<file path="src/rtl/button_evt_pkg.sv">
// Shared definitions for the front-panel button event decoders: state encoding and
// default tick counts for a 100 Hz tick.
package button_evt_pkg;

    typedef enum logic [1:0] {
        ST_LOCKOUT = 2'd0,
        ST_IDLE    = 2'd1,
        ST_PRESSED = 2'd2,
        ST_HELD    = 2'd3
    } btn_state_e;

    // One second to long press, five repeats per second once held.
    localparam int unsigned DEFAULT_HOLD_TICKS   = 100;
    localparam int unsigned DEFAULT_REPEAT_TICKS = 20;

    function automatic bit fits_width(input int unsigned val, input int unsigned width);
        return (val != 0) && (64'(val) < (64'd1 << width));
    endfunction

endpackage

</file>
<file path="src/rtl/tick_counter.sv">
// Tick-enabled up-counter with synchronous clear and a terminal-count compare flag.
module tick_counter #(
    parameter int unsigned CNT_W = 16
) (
    input  logic             clk,
    input  logic             rst,
    input  logic             clr,
    input  logic             en,
    input  logic [CNT_W-1:0] term,
    output logic             at_term
);

    logic [CNT_W-1:0] cnt_q;

    // Clear wins over enable, so the owner can compare-and-clear without ever wrapping.
    always_ff @(posedge clk) begin
        if (rst || clr) begin
            cnt_q <= '0;
        end else if (en) begin
            cnt_q <= cnt_q + CNT_W'(1);
        end
    end

    assign at_term = (cnt_q == term);

endmodule

</file>
<file path="src/rtl/button_event_decoder.sv">
// Turns a debounced button level into press/release/long-press/auto-repeat pulses.
// Auto-repeat is built only when AUTO_REPEAT_EN is defined; otherwise repeat_pulse is tied 0.
module button_event_decoder
    import button_evt_pkg::*;
#(
    parameter int unsigned CNT_W        = 16,
    parameter int unsigned HOLD_TICKS   = DEFAULT_HOLD_TICKS,
    parameter int unsigned REPEAT_TICKS = DEFAULT_REPEAT_TICKS
) (
    input  logic clk,
    input  logic rst,
    input  logic tick,
    input  logic btn_db,
    output logic press,
    output logic release_pulse,
    output logic long_press,
    output logic repeat_pulse,
    output logic held
);

    if (!fits_width(HOLD_TICKS, CNT_W)) begin : g_bad_hold
        $error("HOLD_TICKS must be nonzero and fit in CNT_W bits");
    end
    if (!fits_width(REPEAT_TICKS, CNT_W)) begin : g_bad_repeat
        $error("REPEAT_TICKS must be nonzero and fit in CNT_W bits");
    end

`ifdef AUTO_REPEAT_EN
    localparam bit AutoRepeat = 1'b1;
`else
    localparam bit AutoRepeat = 1'b0;
`endif

    localparam logic [CNT_W-1:0] HoldTerm   = CNT_W'(HOLD_TICKS - 1);
    localparam logic [CNT_W-1:0] RepeatTerm = CNT_W'(REPEAT_TICKS - 1);

    btn_state_e       state_q;
    logic             cnt_clr;
    logic             cnt_en;
    logic [CNT_W-1:0] cnt_term;
    logic             at_term;

    // Counter is held at zero outside PRESSED/HELD and cleared on any exit or terminal hit.
    always_comb begin
        cnt_clr  = 1'b1;
        cnt_en   = 1'b0;
        cnt_term = (state_q == ST_HELD) ? RepeatTerm : HoldTerm;
        unique case (state_q)
            ST_PRESSED: begin
                if (btn_db) begin
                    cnt_clr = tick && at_term;
                    cnt_en  = tick;
                end
            end
            ST_HELD: begin
                if (btn_db) begin
                    cnt_clr = AutoRepeat && tick && at_term;
                    cnt_en  = AutoRepeat && tick;
                end
            end
            ST_LOCKOUT, ST_IDLE: ;
        endcase
    end

    tick_counter #(
        .CNT_W(CNT_W)
    ) u_tick_counter (
        .clk    (clk),
        .rst    (rst),
        .clr    (cnt_clr),
        .en     (cnt_en),
        .term   (cnt_term),
        .at_term(at_term)
    );

    always_ff @(posedge clk) begin
        if (rst) begin
            state_q       <= ST_LOCKOUT;
            press         <= 1'b0;
            release_pulse <= 1'b0;
            long_press    <= 1'b0;
            repeat_pulse  <= 1'b0;
            held          <= 1'b0;
        end else begin
            press         <= 1'b0;
            release_pulse <= 1'b0;
            long_press    <= 1'b0;
            repeat_pulse  <= 1'b0;
            unique case (state_q)
                ST_LOCKOUT: begin
                    if (!btn_db) state_q <= ST_IDLE;
                end
                ST_IDLE: begin
                    if (btn_db) begin
                        state_q <= ST_PRESSED;
                        press   <= 1'b1;
                        held    <= 1'b1;
                    end
                end
                ST_PRESSED: begin
                    if (!btn_db) begin
                        state_q       <= ST_IDLE;
                        release_pulse <= 1'b1;
                        held          <= 1'b0;
                    end else if (tick && at_term) begin
                        state_q    <= ST_HELD;
                        long_press <= 1'b1;
                    end
                end
                ST_HELD: begin
                    if (!btn_db) begin
                        state_q       <= ST_IDLE;
                        release_pulse <= 1'b1;
                        held          <= 1'b0;
                    end else if (AutoRepeat && tick && at_term) begin
                        repeat_pulse <= 1'b1;
                    end
                end
            endcase
        end
    end

endmodule
</file>
<file path="config.mk">
export PLATFORM = sky130hd
export DESIGN_NAME = button_event_decoder
export DESIGN_NICKNAME = d
export VERILOG_FILES = /design/src/rtl/button_evt_pkg.sv /design/src/rtl/tick_counter.sv /design/src/rtl/button_event_decoder.sv
export SDC_FILE = /design/constraint.sdc
export NUM_CORES = 1
export LEC_CHECK = 0
export ABC_AREA = 1
export BUFFER_PORTS_ARGS = -buffer_cell sky130_fd_sc_hd__buf_2
export CORE_MARGIN = 4
export CORE_UTILIZATION = 50
export DETAILED_ROUTE_END_ITERATION = 8
export PLACE_DENSITY = 0.76
export SLEW_MARGIN = 25
export SYNTH_ARGS = -nofsm -noshare
export SYNTH_HDL_FRONTEND = slang
export SYNTH_SLANG_ARGS = --single-unit
export TNS_END_PERCENT = 1
</file>
<file path="constraint.sdc">
create_clock -name clk -period 2.1 [get_ports clk]
set_clock_uncertainty 0.15 [all_clocks]
set_input_delay 0 -clock clk [delete_from_list [all_inputs] [get_ports clk]]
set_output_delay 0 -clock clk [all_outputs]
set_load 0.02 [all_outputs]
</file>
==> impl_metrics.env <==
export IMPL_status="complete, no violations"
export IMPL_worstSkewPairLatency_ns=0.31
export IMPL_cts_tree="done"
export IMPL_synth_cell_types=31
export IMPL_path_cells="ha_1 -> nand2_1 -> clkinv_1 -> nand2_1 -> nor2_1 -> nand4_2 -> nand2_2 -> nor2_2"
export IMPL_routed_via_density=5.048
export IMPL_worstPathRequired_ns=2.16
export IMPL_antennaDiodeCount=0
export IMPL_min_period_over_period_pct=87.73
export IMPL_die_width_um=60.37
export IMPL_clk_pin_slew_ns=0.12
export IMPL_end_kind="flop"
export IMPL_rsz0062_at_grt="no"
export IMPL_power_density_nw_per_um2=703.2
export IMPL_crit_arrival_ns=1.90
export IMPL_rrSetupSlack_ns=0.26
export IMPL_synth_cell_area_sq_um=1371
export IMPL_layout_commonest_cell="nand2_1"
export IMPL_cp_top_family="simple AND/OR/NAND/NOR gates"
export IMPL_rows=18
export IMPL_num_vias=1146
export IMPL_final_cell_mix="nand2_1 (33), inv_1 (24), dfxtp_1 (22), nor2_1 (21), nand3_1 (15)"
export IMPL_min_path_cells=3
export IMPL_synth_mux_area_share_pct=0
export IMPL_initial_utilization_pct=53.88
export IMPL_synth_compound_area_share_pct=9.307
export IMPL_setup_viol=0
export IMPL_routedWlPerCell_um=11.41
export IMPL_p_leak_uw=0.0007157
export IMPL_nets=207
export IMPL_dp_hpwl_um=2029
export IMPL_timing_final_crit_period_ns=1.842
export IMPL_final_hold_violation_count=0
export IMPL_synthesis_instances=185
export IMPL_yosys_area_share_simple_pct=41.51
export IMPL_dieArea_sq_um=3645
export IMPL_worst_path_max_delay_cell="dfxtp_1"
export IMPL_cp_max_fo=11
export IMPL_ys_seq_elements=22
export IMPL_synth_top_area_share_pct=32.12
export IMPL_worstHoldStart="rst"
export IMPL_cp_depth=8
export IMPL_rr_worst_depth=8
export IMPL_cts_buffers=3
export IMPL_fmax_ghz=0.5428
export IMPL_die_h_um=60.37
export IMPL_drc=0
export IMPL_final_cells=227
export IMPL_grt_max_degree=13
export IMPL_vdd_drop_max_mv=0.7527
export IMPL_worst_setup_path_start_kind="flop"
export IMPL_clock_sinks=22
export IMPL_synth_xor_area_share_pct=3.193
export IMPL_synth_top_cells_by_area="dfxtp_1 (32%), nand2_1 (9.0%), inv_1 (6.6%)"
export IMPL_post_cts_buffers=0
export IMPL_hold_end="release_pulse"
export IMPL_worst_path_buf_inv=1
export IMPL_place_inst=220
export IMPL_cpPeakStageDelay_ns=0.45
export IMPL_r2r_end="u_tick_counter.cnt_q[3]"
export IMPL_slew_viol_final=0
export IMPL_num_io_pins=9
export IMPL_first_iter_violations=40
export IMPL_gp_congestion=0.8658
export IMPL_area_growth_pct=8.759
export IMPL_cts_root_buf="clkbuf_4"
export IMPL_drive_gt1_share_pct=21.83
export IMPL_ys_warn_count=0
export IMPL_fin_setup_tns_ns=0
export IMPL_drv_cap=0
export IMPL_grt_overflow=0
export IMPL_cts_max_level=1
export IMPL_hp_class="input pin to flop"
export IMPL_drtAntennaViolNets=0
export IMPL_cts_path_max_buffers=2
export IMPL_critPathMostFrequentCell="nand2_1"
export IMPL_synth_top_family_by_area="simple AND/OR/NAND/NOR gates"
export IMPL_seq_area_frac_synth_pct=32.12
export IMPL_synthAdderAreaFrac_pct=4.562
export IMPL_grt_pass1_wl_um=4319
export IMPL_core_area_sq_um=2545
export IMPL_portBuffers=7
export IMPL_grt_use_total_pct=15.91
export IMPL_drt_pre_antenna_iters=4
export IMPL_totalWireLength_um=2590
export IMPL_avgSynthCellArea_sq_um=7.413
export IMPL_first_global_vias=1012
export IMPL_reg2reg_from="u_tick_counter.cnt_q[0]"
export IMPL_synth_top_area_cell="dfxtp_1"
export IMPL_synth_nets=194
export IMPL_antenna_found_initial=0
export IMPL_critPathKind="flop to flop"
==> repair_timing <==
action / CTS / global route
resized for setup: 0 / 0
hold endpoints to repair: 12 / 0
hold buffers: 3 / 0
==> report_power, final <==
part	total, uW	internal, uW	switching (uW)
clock	235	106	129
combinational	335	116	219
sequential	478	453	25.5
total	1050	675	373
==> logic make-up (layout without fill, tap and decap cells) <==
kind of cell               Yosys count  count (layout)
and+or+nand+nor                    102             102
other                                1               1
adders and majority gates            5               5
DFF                                 22              22
xor gates and xnor gates             5               5
buffers and inverters               30              42
AOI/OAI and AO/OA                   20              20
==> stage by stage <==
step	power (uW)	cell area, sq um	util (%)	setup slack [ns]	hold WS [ns]
final	1049	1491	58.60	0.2577	0.3047
after global placement	802.9	1425	56.00	0.3148	0.08934
after CTS	1059	1491	58.60	0.2529	0.2819
after detailed placement	817.5	1425	56.00	0.2828	0.09084
after global routing	1126	1491	58.60	0.08002	0.2942
after floorplan	752.8	1371	-	0.4882	-0.07321
==> per-layer routing <==
layer | track usage (%) | up-vias | wire length (um)
li1 | - | 613 | -
met1 | 20.10 | 504 | 1223
met2 | 26.39 | 25 | 1234
met3 | 4.468 | 4 | 103
met4 | 4.747 | 0 | 29
met5 | 0 | - | 0
==> area by class of cell <==
class,instances,area (sq um)
Clock buffer,4,36.28
Fill cell,248,1054
Inverter,28,105.1
Multi-Input combinational cell,133,807.0
Sequential cell,22,440.4
Tap cell,30,37.54
Timing Repair Buffer,10,65.06
==> flip-flops by register name, indices dropped and copies added, names as in the netlist <==
signal / flops
state_q: 2
long_press: 1
u_tick_counter.cnt_q: 16
release_pulse: 1
press: 1
held: 1
==> worst min-delay path: cells and delay by family <==
family	cells	cell delay, ns
buffers and inverters	2	0.68
AND/OR/NAND/NOR	1	0.06
==> how the worst max path moves through the flow <==
stage	start	to
after floorplan	u_tick_counter.cnt_q[0]	u_tick_counter.cnt_q[11]
final	u_tick_counter.cnt_q[0]	u_tick_counter.cnt_q[3]
after global placement	u_tick_counter.cnt_q[0]	u_tick_counter.cnt_q[3]
after global routing	state_q[0]	u_tick_counter.cnt_q[10]
after CTS	u_tick_counter.cnt_q[0]	u_tick_counter.cnt_q[3]
after detailed placement	u_tick_counter.cnt_q[0]	u_tick_counter.cnt_q[3]
==> synth_stat cells (all sizes together) <==
cell / instances
a21oi: 10
a31oi: 2
buf: 2
clkinv: 1
conb: 1
dfxtp: 22
ha: 5
inv: 27
nand2: 40
nand3: 16
nand3b: 1
nand4: 4
nor2: 35
nor3: 4
o211ai: 1
o21ai: 6
o41ai: 1
or2: 2
xnor2: 3
xor2: 2
(Power assumes the default switching activity.)
